File: config.mk
export PLATFORM = sky130hd
export DESIGN_NAME = seq_nibble_add_ctrl
export DESIGN_NICKNAME = d
export VERILOG_FILES = /design/src/rtl/seq_nibble_add_ctrl.sv
export SDC_FILE = /design/constraint.sdc
export NUM_CORES = 1
export LEC_CHECK = 0
export CAP_MARGIN = 10
export CELL_PAD_IN_SITES_DETAIL_PLACEMENT = 0
export CELL_PAD_IN_SITES_GLOBAL_PLACEMENT = 1
export CORE_UTILIZATION = 37
export DETAILED_ROUTE_END_ITERATION = 10
export PLACE_DENSITY = 0.91
export SYNTH_ARGS = -nofsm -noshare
export SYNTH_HDL_FRONTEND = slang
export SYNTH_SLANG_ARGS = --single-unit
File: constraint.sdc
create_clock -name clk -period 3.1 [get_ports clk]
set_input_delay 0.62 -clock clk [delete_from_list [all_inputs] [get_ports clk]]
set_output_delay 0.62 -clock clk [all_outputs]
set_load 0.02 [all_outputs]
File: src/rtl/seq_nibble_add_ctrl.sv
// Sequential WIDTH-bit adder that time-shares an external 4-bit ripple adder, one nibble per cycle.
// Two requesters; define SEQ_ADD_RR_EN for round-robin arbitration, otherwise requester 0 has fixed priority.
module seq_nibble_add_ctrl #(
  parameter int unsigned WIDTH = 16
) (
  input  logic             clk,
  input  logic             rst,
  input  logic [1:0]       req_valid,
  output logic [1:0]       req_ready,
  input  logic [WIDTH-1:0] req_a0,
  input  logic [WIDTH-1:0] req_b0,
  input  logic [WIDTH-1:0] req_a1,
  input  logic [WIDTH-1:0] req_b1,
  input  logic [1:0]       req_cin,
  output logic             res_valid,
  input  logic             res_ready,
  output logic [WIDTH-1:0] res_sum,
  output logic             res_cout,
  output logic             res_id,
  output logic [3:0]       add_a,
  output logic [3:0]       add_b,
  output logic             add_cin,
  input  logic [3:0]       add_sum,
  input  logic             add_cout
);

  localparam int unsigned NIB   = WIDTH / 4;
  localparam int unsigned CNT_W = (NIB > 1) ? $clog2(NIB) : 1;

  typedef enum logic [1:0] {
    IDLE = 2'd0,
    RUN  = 2'd1,
    DONE = 2'd2
  } state_t;

  state_t             state_q, state_d;
  logic [WIDTH-1:0]   a_q, a_d;
  logic [WIDTH-1:0]   b_q, b_d;
  logic [WIDTH-1:0]   sum_q, sum_d;
  logic               carry_q, carry_d;
  logic               cout_q, cout_d;
  logic               id_q, id_d;
  logic [CNT_W-1:0]   cnt_q, cnt_d;
  logic [1:0]         grant_c;
  logic               last_nib_c;

`ifdef SEQ_ADD_RR_EN
  // ptr_q = 1 means requester 1 wins the next contended request
  logic ptr_q, ptr_d;

  always_comb begin
    grant_c = 2'b00;
    case (req_valid)
      2'b01:   grant_c = 2'b01;
      2'b10:   grant_c = 2'b10;
      2'b11:   grant_c = ptr_q ? 2'b10 : 2'b01;
      default: grant_c = 2'b00;
    endcase
  end
`else
  always_comb begin
    grant_c = 2'b00;
    case (req_valid)
      2'b01:   grant_c = 2'b01;
      2'b10:   grant_c = 2'b10;
      2'b11:   grant_c = 2'b01;
      default: grant_c = 2'b00;
    endcase
  end
`endif

  assign last_nib_c = (cnt_q == CNT_W'(NIB - 1));

  // Next-state, datapath and handshake outputs
  always_comb begin
    state_d   = state_q;
    a_d       = a_q;
    b_d       = b_q;
    sum_d     = sum_q;
    carry_d   = carry_q;
    cout_d    = cout_q;
    id_d      = id_q;
    cnt_d     = cnt_q;
    req_ready = 2'b00;
    res_valid = 1'b0;
    add_a     = 4'h0;
    add_b     = 4'h0;
    add_cin   = 1'b0;
`ifdef SEQ_ADD_RR_EN
    ptr_d     = ptr_q;
`endif

    case (state_q)
      IDLE: begin
        req_ready = grant_c;
        if (grant_c != 2'b00) begin
          state_d = RUN;
          id_d    = grant_c[1];
          a_d     = grant_c[1] ? req_a1 : req_a0;
          b_d     = grant_c[1] ? req_b1 : req_b0;
          carry_d = grant_c[1] ? req_cin[1] : req_cin[0];
          cnt_d   = '0;
`ifdef SEQ_ADD_RR_EN
          ptr_d   = ~grant_c[1];
`endif
        end
      end

      RUN: begin
        add_a   = 4'(a_q >> {cnt_q, 2'b00});
        add_b   = 4'(b_q >> {cnt_q, 2'b00});
        add_cin = carry_q;
        carry_d = add_cout;
        for (int unsigned i = 0; i < NIB; i++) begin
          if (cnt_q == CNT_W'(i)) begin
            sum_d[4*i +: 4] = add_sum;
          end
        end
        if (last_nib_c) begin
          cout_d  = add_cout;
          state_d = DONE;
        end else begin
          cnt_d = cnt_q + CNT_W'(1);
        end
      end

      DONE: begin
        res_valid = 1'b1;
        if (res_ready) begin
          state_d = IDLE;
        end
      end

      default: state_d = IDLE;
    endcase

    // A reset edge wins over any handshake, so never advertise acceptance then
    if (rst) begin
      req_ready = 2'b00;
    end
  end

  always_ff @(posedge clk) begin
    if (rst) begin
      state_q <= IDLE;
      a_q     <= '0;
      b_q     <= '0;
      sum_q   <= '0;
      carry_q <= 1'b0;
      cout_q  <= 1'b0;
      id_q    <= 1'b0;
      cnt_q   <= '0;
`ifdef SEQ_ADD_RR_EN
      ptr_q   <= 1'b0;
`endif
    end else begin
      state_q <= state_d;
      a_q     <= a_d;
      b_q     <= b_d;
      sum_q   <= sum_d;
      carry_q <= carry_d;
      cout_q  <= cout_d;
      id_q    <= id_d;
      cnt_q   <= cnt_d;
`ifdef SEQ_ADD_RR_EN
      ptr_q   <= ptr_d;
`endif
    end
  end

  assign res_sum  = sum_q;
  assign res_cout = cout_q;
  assign res_id   = id_q;

endmodule

==> metrics.txt <==
# TYPE chip_impl_metric gauge
chip_impl_metric{name="total_global_routing_track_utilization",unit="%"} 17.3
chip_impl_metric{name="report.final.slew_viol_count",unit=""} 0
chip_impl_metric{name="leakage_power",unit="nW"} 1.52
chip_impl_metric{name="clkSlewWorstSetupHoldPaths",unit="ps"} 100
chip_impl_metric{name="yosys.area_share.simple",unit="%"} 9.32
chip_impl_metric{name="worst-slew-pin-transition",unit="ps"} 655
chip_impl_info{name="netlist.top_cell.by_area",value="dfxtp_1"} 1
chip_impl_metric{name="timing.critical_path.slowest_cell_delay",unit="ps"} 660
chip_impl_metric{name="drcViolationCount",unit=""} 0
chip_impl_info{name="timing.hold.worst.class",value="reg2reg"} 1
chip_impl_metric{name="die_x",unit="um"} 91.2
chip_impl_metric{name="cts_buffers",unit=""} 5
chip_impl_metric{name="worstSkewPairLatency",unit="ps"} 300
chip_impl_metric{name="post_synth_xor_area_fraction",unit="%"} 0
chip_impl_metric{name="area_growth_syn_to_layout",unit="%"} 38.6
chip_impl_metric{name="share_of_yosys_cell_area_claimed_by_the_top_area_cell_type",unit="%"} 37.4
chip_impl_metric{name="num_rows",unit=""} 32
chip_impl_info{name="post_synth_most_frequent_cells",value="dfxtp_1, mux2i_1, a21oi_1"} 1
chip_impl_info{name="outcome",value="finished clean"} 1
chip_impl_metric{name="synth_adder_area_share",unit="%"} 1.70
chip_impl_info{name="min-delay-start",value="res_cout$_SDFFE_PP0P_"} 1
chip_impl_info{name="cp_cell_sequence",value="clkdlybuf4s50_1, nor2b_4, nor3b_1, clkdlybuf4s50_1"} 1
chip_impl_metric{name="timing.max_cap.violations",unit=""} 0
chip_impl_info{name="worst_path_most_repeated_cell",value="clkdlybuf4s50_1"} 1
chip_impl_metric{name="finalNetCount",unit=""} 440
chip_impl_metric{name="hold_viol_final",unit=""} 0
chip_impl_metric{name="cts_sinks",unit=""} 55
chip_impl_metric{name="post_cts_resized",unit=""} 0
chip_impl_metric{name="maximum_number_of_pins_on_one_net_before_global_route_repair",unit=""} 45
chip_impl_metric{name="reg2reg_slack",unit="ps"} 1270
chip_impl_info{name="timing.hold.worst_endpoint",value="res_cout$_SDFFE_PP0P_"} 1
chip_impl_metric{name="maxClockFrequency",unit="MHz"} 347
chip_impl_metric{name="synth-seq-area-share",unit="%"} 37.4
chip_impl_metric{name="hold_path_depth",unit=""} 2
chip_impl_metric{name="worst-r2r-cell-count",unit=""} 4
chip_impl_metric{name="timing.slew.headroom",unit="%"} 56.3
chip_impl_info{name="crit-reg2reg-capture",value="res_sum[13]$_SDFFE_PP0P_"} 1
chip_impl_metric{name="post-place-ws",unit="ps"} 210
chip_impl_info{name="setup.worst_path.start",value="req_valid[1]"} 1
chip_impl_info{name="clk_root_buf",value="clkbuf_8"} 1
chip_impl_metric{name="layout_min_cycle_time",unit="ps"} 2890
chip_impl_metric{name="detail_route.first_pass.iterations",unit=""} 4
chip_impl_metric{name="wire_per_inst",unit="um"} 15.1
chip_impl_metric{name="grt_pass1_vias",unit=""} 2400
chip_impl_metric{name="wire_length_of_the_first_global_routing_pass",unit="um"} 11700
chip_impl_metric{name="via_per_inst",unit=""} 5.10
chip_impl_metric{name="detailed_placement_hpwl",unit="um"} 5010
chip_impl_metric{name="timing.final.crit_share",unit="%"} 93.1
chip_impl_metric{name="cp.buffers_inverters",unit=""} 2
chip_impl_metric{name="flops_latches_synth",unit=""} 55
chip_impl_metric{name="report.power.total",unit="mW"} 1.66
chip_impl_metric{name="final.hold.worst_slack",unit="ps"} 506
chip_impl_info{name="post_synth_main_area_contributors",value="dfxtp_1, mux2i_1, a211oi_2"} 1
chip_impl_metric{name="wl",unit="um"} 6980
chip_impl_metric{name="worst_ep_required_time",unit="ps"} 2480
chip_impl_metric{name="postSynth.asyncResetShare",unit="%"} 0
chip_impl_metric{name="fin_setup_tns",unit="ps"} 0
chip_impl_metric{name="dieArea",unit="mm2"} 0.00831
chip_impl_metric{name="postCtsHoldBufs",unit=""} 0
chip_impl_metric{name="synth_enable_flop_cells",unit=""} 0
chip_impl_metric{name="drt.antenna.violating_nets",unit=""} 0
chip_impl_metric{name="detailroute.via_count",unit=""} 2355
chip_impl_metric{name="diodes",unit=""} 0
chip_impl_info{name="start_kind",value="primary input"} 1
chip_impl_metric{name="design.portCount",unit=""} 106
chip_impl_metric{name="syn-cell-area",unit="mm2"} 0.00294
chip_impl_metric{name="die_h",unit="um"} 91.2
chip_impl_metric{name="synth.net_count",unit=""} 346
chip_impl_info{name="timing_worst_setup_path_type",value="in2out"} 1
chip_impl_metric{name="gr-total-overflow",unit=""} 0
chip_impl_metric{name="initial_core_util",unit="%"} 38.1
chip_impl_metric{name="synth_warnings",unit=""} 0
chip_impl_metric{name="critPathMaxFanout",unit=""} 5
chip_impl_metric{name="synthCells",unit=""} 266
chip_impl_info{name="reg2reg_from",value="cnt_q[1]$_SDFFE_PP0P_"} 1
chip_impl_info{name="crit_path_end_kind",value="output port"} 1
chip_impl_metric{name="gpl.final_weighted_congestion",unit=""} 0.714
chip_impl_metric{name="grt_antenna_before_repair",unit=""} 0
chip_impl_info{name="timing.critical_path.max_delay_family",value="buffers and inverters"} 1
chip_impl_info{name="yosysMostFrequentCell",value="dfxtp_1"} 1
chip_impl_metric{name="number_of_endpoints_failing_setup_at_the_final_stage",unit=""} 0
chip_impl_metric{name="ir_worst_vdd",unit="uV"} 209
chip_impl_metric{name="post_synth_mux_area_share",unit="%"} 22.8
chip_impl_metric{name="drt-initial-drc-count",unit=""} 69
chip_impl_info{name="cpMaxStageDelayCell",value="clkdlybuf4s50_1"} 1
chip_impl_metric{name="htree_levels",unit=""} 2
chip_impl_metric{name="pwr_density_cell",unit="mW/mm2"} 407
chip_impl_metric{name="layout-drive-gt1-share",unit="%"} 16.4
chip_impl_metric{name="cts_max_path_buffers",unit=""} 2
chip_impl_info{name="cts_tree",value="yes"} 1
chip_impl_metric{name="core-area",unit="mm2"} 0.00773
chip_impl_metric{name="synth.distinct_cells",unit=""} 32
chip_impl_metric{name="layout_skew",unit="ps"} 5.00
chip_impl_metric{name="timing.final.ws_setup",unit="ps"} 215
chip_impl_metric{name="io_buffers",unit=""} 105
chip_impl_metric{name="postSynthAreaPerCell",unit="um2"} 11.1
chip_impl_metric{name="cts_setup_buffers",unit=""} 0
chip_impl_info{name="rsz0062_at_grt",value="no"} 1
chip_impl_info{name="postSynth.topFlopCell",value="dfxtp_1"} 1
chip_impl_metric{name="synth_compound_gate_area_share",unit="%"} 21.5
chip_impl_metric{name="arrival",unit="ps"} 2270
chip_impl_info{name="largest_family_of_logic_cells_by_synthesized_area",value="multiplexers"} 1
logic make-up (layout without fill, tap and decap cells):
family          Yosys count  in the layout
simple gates             47             47
fa+ha+maj                 4              4
flops                    55             55
compound gates           75             75
mux                      57             57
buf+inv                  28            122
worst max-delay path by stage:
stage	endpoint	slack [ps]	cells past startpoint
floorplan	req_ready[1]	910	4
global placement	req_ready[1]	210	4
detailed placement	req_ready[1]	210	4
CTS	req_ready[1]	190	4
global route	req_ready[1]	160	4
finish	req_ready[1]	210	4
through the flow:
stage | utilization [%] | cell area (um2) | cells
final | 52.8 | 4080 | 462
after global routing | 52.8 | 4080 | 462
after CTS | 52.8 | 4080 | 462
after detailed placement | 51.4 | 3970 | 455
after global placement | 51.4 | 3970 | 455
after floorplan | - | 2940 | 266
power by group:
| part | internal [mW] | switching [mW] |
|---|---|---|
| registers | 0.757 | 0.0290 |
| logic | 0.227 | 0.186 |
| clock network | 0.236 | 0.226 |
cell usage in the layout (no fill, tap or decap), drive strengths merged:
master and count:
buf 8, nand2 1, o21ai 1, nor2b 10, inv 3, dfxtp 55, a21oi 36, bufinv 1
or3b 1, mux4 8, a311oi 1, a21o 1, clkdlybuf4s50 104, nor2 23, o221ai 2, a2111oi 1
nor3b 2, a211oi 33, clkinvlp 1, clkbuf 5, nand3b 5, ha 4, or3 1, nand2b 2
mux2i 49, or2 2
sequential cells by signal (all words and copies together), names as in the netlist:
name,count
state_q,2
cnt_q,2
carry_q,1
a_q,16
res_cout,1
b_q,16
res_id,1
res_sum,16
worst reg2reg max path, cell delays in order (launching register included):
cell	delay [ps]
dfxtp_1	680
ha_1	360
nand3b_1	350
mux2i_1	260
nor2_1	50
per-layer routing:
| layer | routed length [um] | global-route usage, % |
|---|---|---|
| met5 | 0 | 0 |
| met2 | 3240 | 28.9 |
| met3 | 445 | 4.52 |
| met4 | 29 | 2.78 |
| met1 | 3270 | 22.8 |
cell type report:
| class | count | area [um2] |
|---|---|---|
| Sequential cell | 55 | 1100 |
| Clock buffer | 5 | 68.8 |
| Tap cell | 102 | 128 |
| Fill cell | 691 | 3650 |
| Clock inverter | 2 | 37.5 |
| Multi-Input combinational cell | 183 | 1630 |
| Inverter | 3 | 11.3 |
| Timing Repair Buffer | 112 | 1100 |
Power figures use the tool's default switching activity.
==> RTL change, RTL diff (same settings) <==
Set the parameter `WIDTH` to 8 (it was 16).
--- a/src/rtl/seq_nibble_add_ctrl.sv
+++ b/src/rtl/seq_nibble_add_ctrl.sv
@@ -1,7 +1,7 @@
 // Sequential WIDTH-bit adder that time-shares an external 4-bit ripple adder, one nibble per cycle.
 // Two requesters; define SEQ_ADD_RR_EN for round-robin arbitration, otherwise requester 0 has fixed priority.
 module seq_nibble_add_ctrl #(
-  parameter int unsigned WIDTH = 16
+  parameter int unsigned WIDTH = 8
 ) (
   input  logic             clk,
   input  logic             rst,
Interface: changed (5 resized); port bits go from 106 to 66. No check against the original RTL was run, so the function may have changed too.
==> RTL change against the original RTL <==
Sequential cell count shrank 25. Sequential share of layout area barely moved. Cell area is 45% lower. First-iteration DRC count is 49% lower. Synthesized cell count shrank 41%. Power decreased by 38%. Core utilization grew 5.8 points. Setup slack improved by 0.12 ns. Synthesized area down 49%. Routed wire length decreased by 45%. Largest cell class unchanged. Largest power group unchanged. Highest routed layer unchanged.
==> RTL change: results (changes against the original RTL) <==
First-pass GRT wire length: 6051 um (-48%)
Vias in the first global route: 1364 (-43%)
Clock skew: 0.004067 ns (-0.0009296 ns)
Post-Synth Adder-Cell Area: 0% (-1.7 points)
Commonest cells post-synth: 30 x dfxtp_1, 29 x mux2i_1, 24 x a21oi_1, 17 x nor2_1, 9 x a211oi_2
Vias/cell: 5.166 (+1.3%)
Post-DP HPWL: 2670 um (-47%)
Crit Path Max Fanout: 7 (+2)
Clock-pin slew on the worst setup and hold paths: 0.05 ns (-0.05 ns)
Minimum clock period: 2.763 ns (-0.1228 ns)
Post-DR wirelength/cell: 14.40 um (-4.7%)
Outcome: completed
Seq/Total Area, Yosys: 39.70% (+2.3 points)
Worst flop-to-flop path startpoint: cnt_q$_SDFFE_PP0P_
Later-pin clock latency in the skew report: 0.28 ns (-0.02 ns)
Compound-Gate Fraction of Synth Area: 22.83% (+1.3 points)
Port Buffers: 65 (-38%)
Crit-path max cell delay: 0.63 ns (-0.03 ns)
CP Launch Point: req_valid[0]
Dpl cell area: 0.002143 mm2 (-46%)
Leakage power: 0.0008855 uW (-42%)
Initial DRC count: 35 (-49%)
Largest net degree at the start of global routing: 31 (-31%)
Final nets: 262 (-40%)
Fill count: 333 (-52%)
Mapped Nets: 201 (-42%)
Worst VDD drop: 0.0002104 V (+0.53%)
Share of cells above drive strength 1: 10.14% (-6.3 points)
Gr usage total: 18.69% (+1.4 points)
==> RTL change: changes by cell type in the layout (fill, tap and decap cells not counted), sizes merged, moves of 6 or more <==
cell and change:
mux4 -8, a21oi -12, clkdlybuf4s50 -39, a211oi -16, mux2i -20, dfxtp -25, buf -6, nor2b -9
==> RTL change: stage by stage <==
stage / instances / utilization, %
after floorplan: 157 / -
after global placement: 259 / 56.42
after detailed placement: 259 / 56.42
after CTS: 265 / 58.60
after global routing: 265 / 58.60
final: 265 / 58.60
==> RTL change: how the worst min path moves through the flow <==
stage,start,endpoint,slack [ns],cells past startpoint
after floorplan,a_q[0]$_SDFFE_PP0P_,a_q[0]$_SDFFE_PP0P_,0.49,2
after global placement,res_sum[3]$_SDFFE_PP0P_,res_sum[3]$_SDFFE_PP0P_,0.46,2
after detailed placement,res_sum[1]$_SDFFE_PP0P_,res_sum[1]$_SDFFE_PP0P_,0.47,2
after CTS,res_sum[1]$_SDFFE_PP0P_,res_sum[1]$_SDFFE_PP0P_,0.48,2
after global routing,res_sum[3]$_SDFFE_PP0P_,res_sum[3]$_SDFFE_PP0P_,0.52,2
final,res_sum[3]$_SDFFE_PP0P_,res_sum[3]$_SDFFE_PP0P_,0.48,2
==> RTL change: layout make-up <==
class                           count  area share (%)
Clock buffer                        6           3.710
Inverter                            1          0.1686
Multi-Input combinational cell    113           36.54
Sequential cell                    30           26.98
Tap cell                           48           2.698
Timing Repair Buffer               67           29.90
==> RTL change: layer usage <==
metal / GRT usage [%] / part of all wire, %
met5: 0 / 0
met4: 10.37 / 2.2
met3: 3.793 / 3.2
met2: 32.40 / 49
met1: 21.17 / 45
==> RTL change: power breakdown <==
group / switching, uW / internal (uW)
Sequential: 28.8 / 424
Combinational: 134 / 143
Clock: 133 / 171
Total: 295 / 737
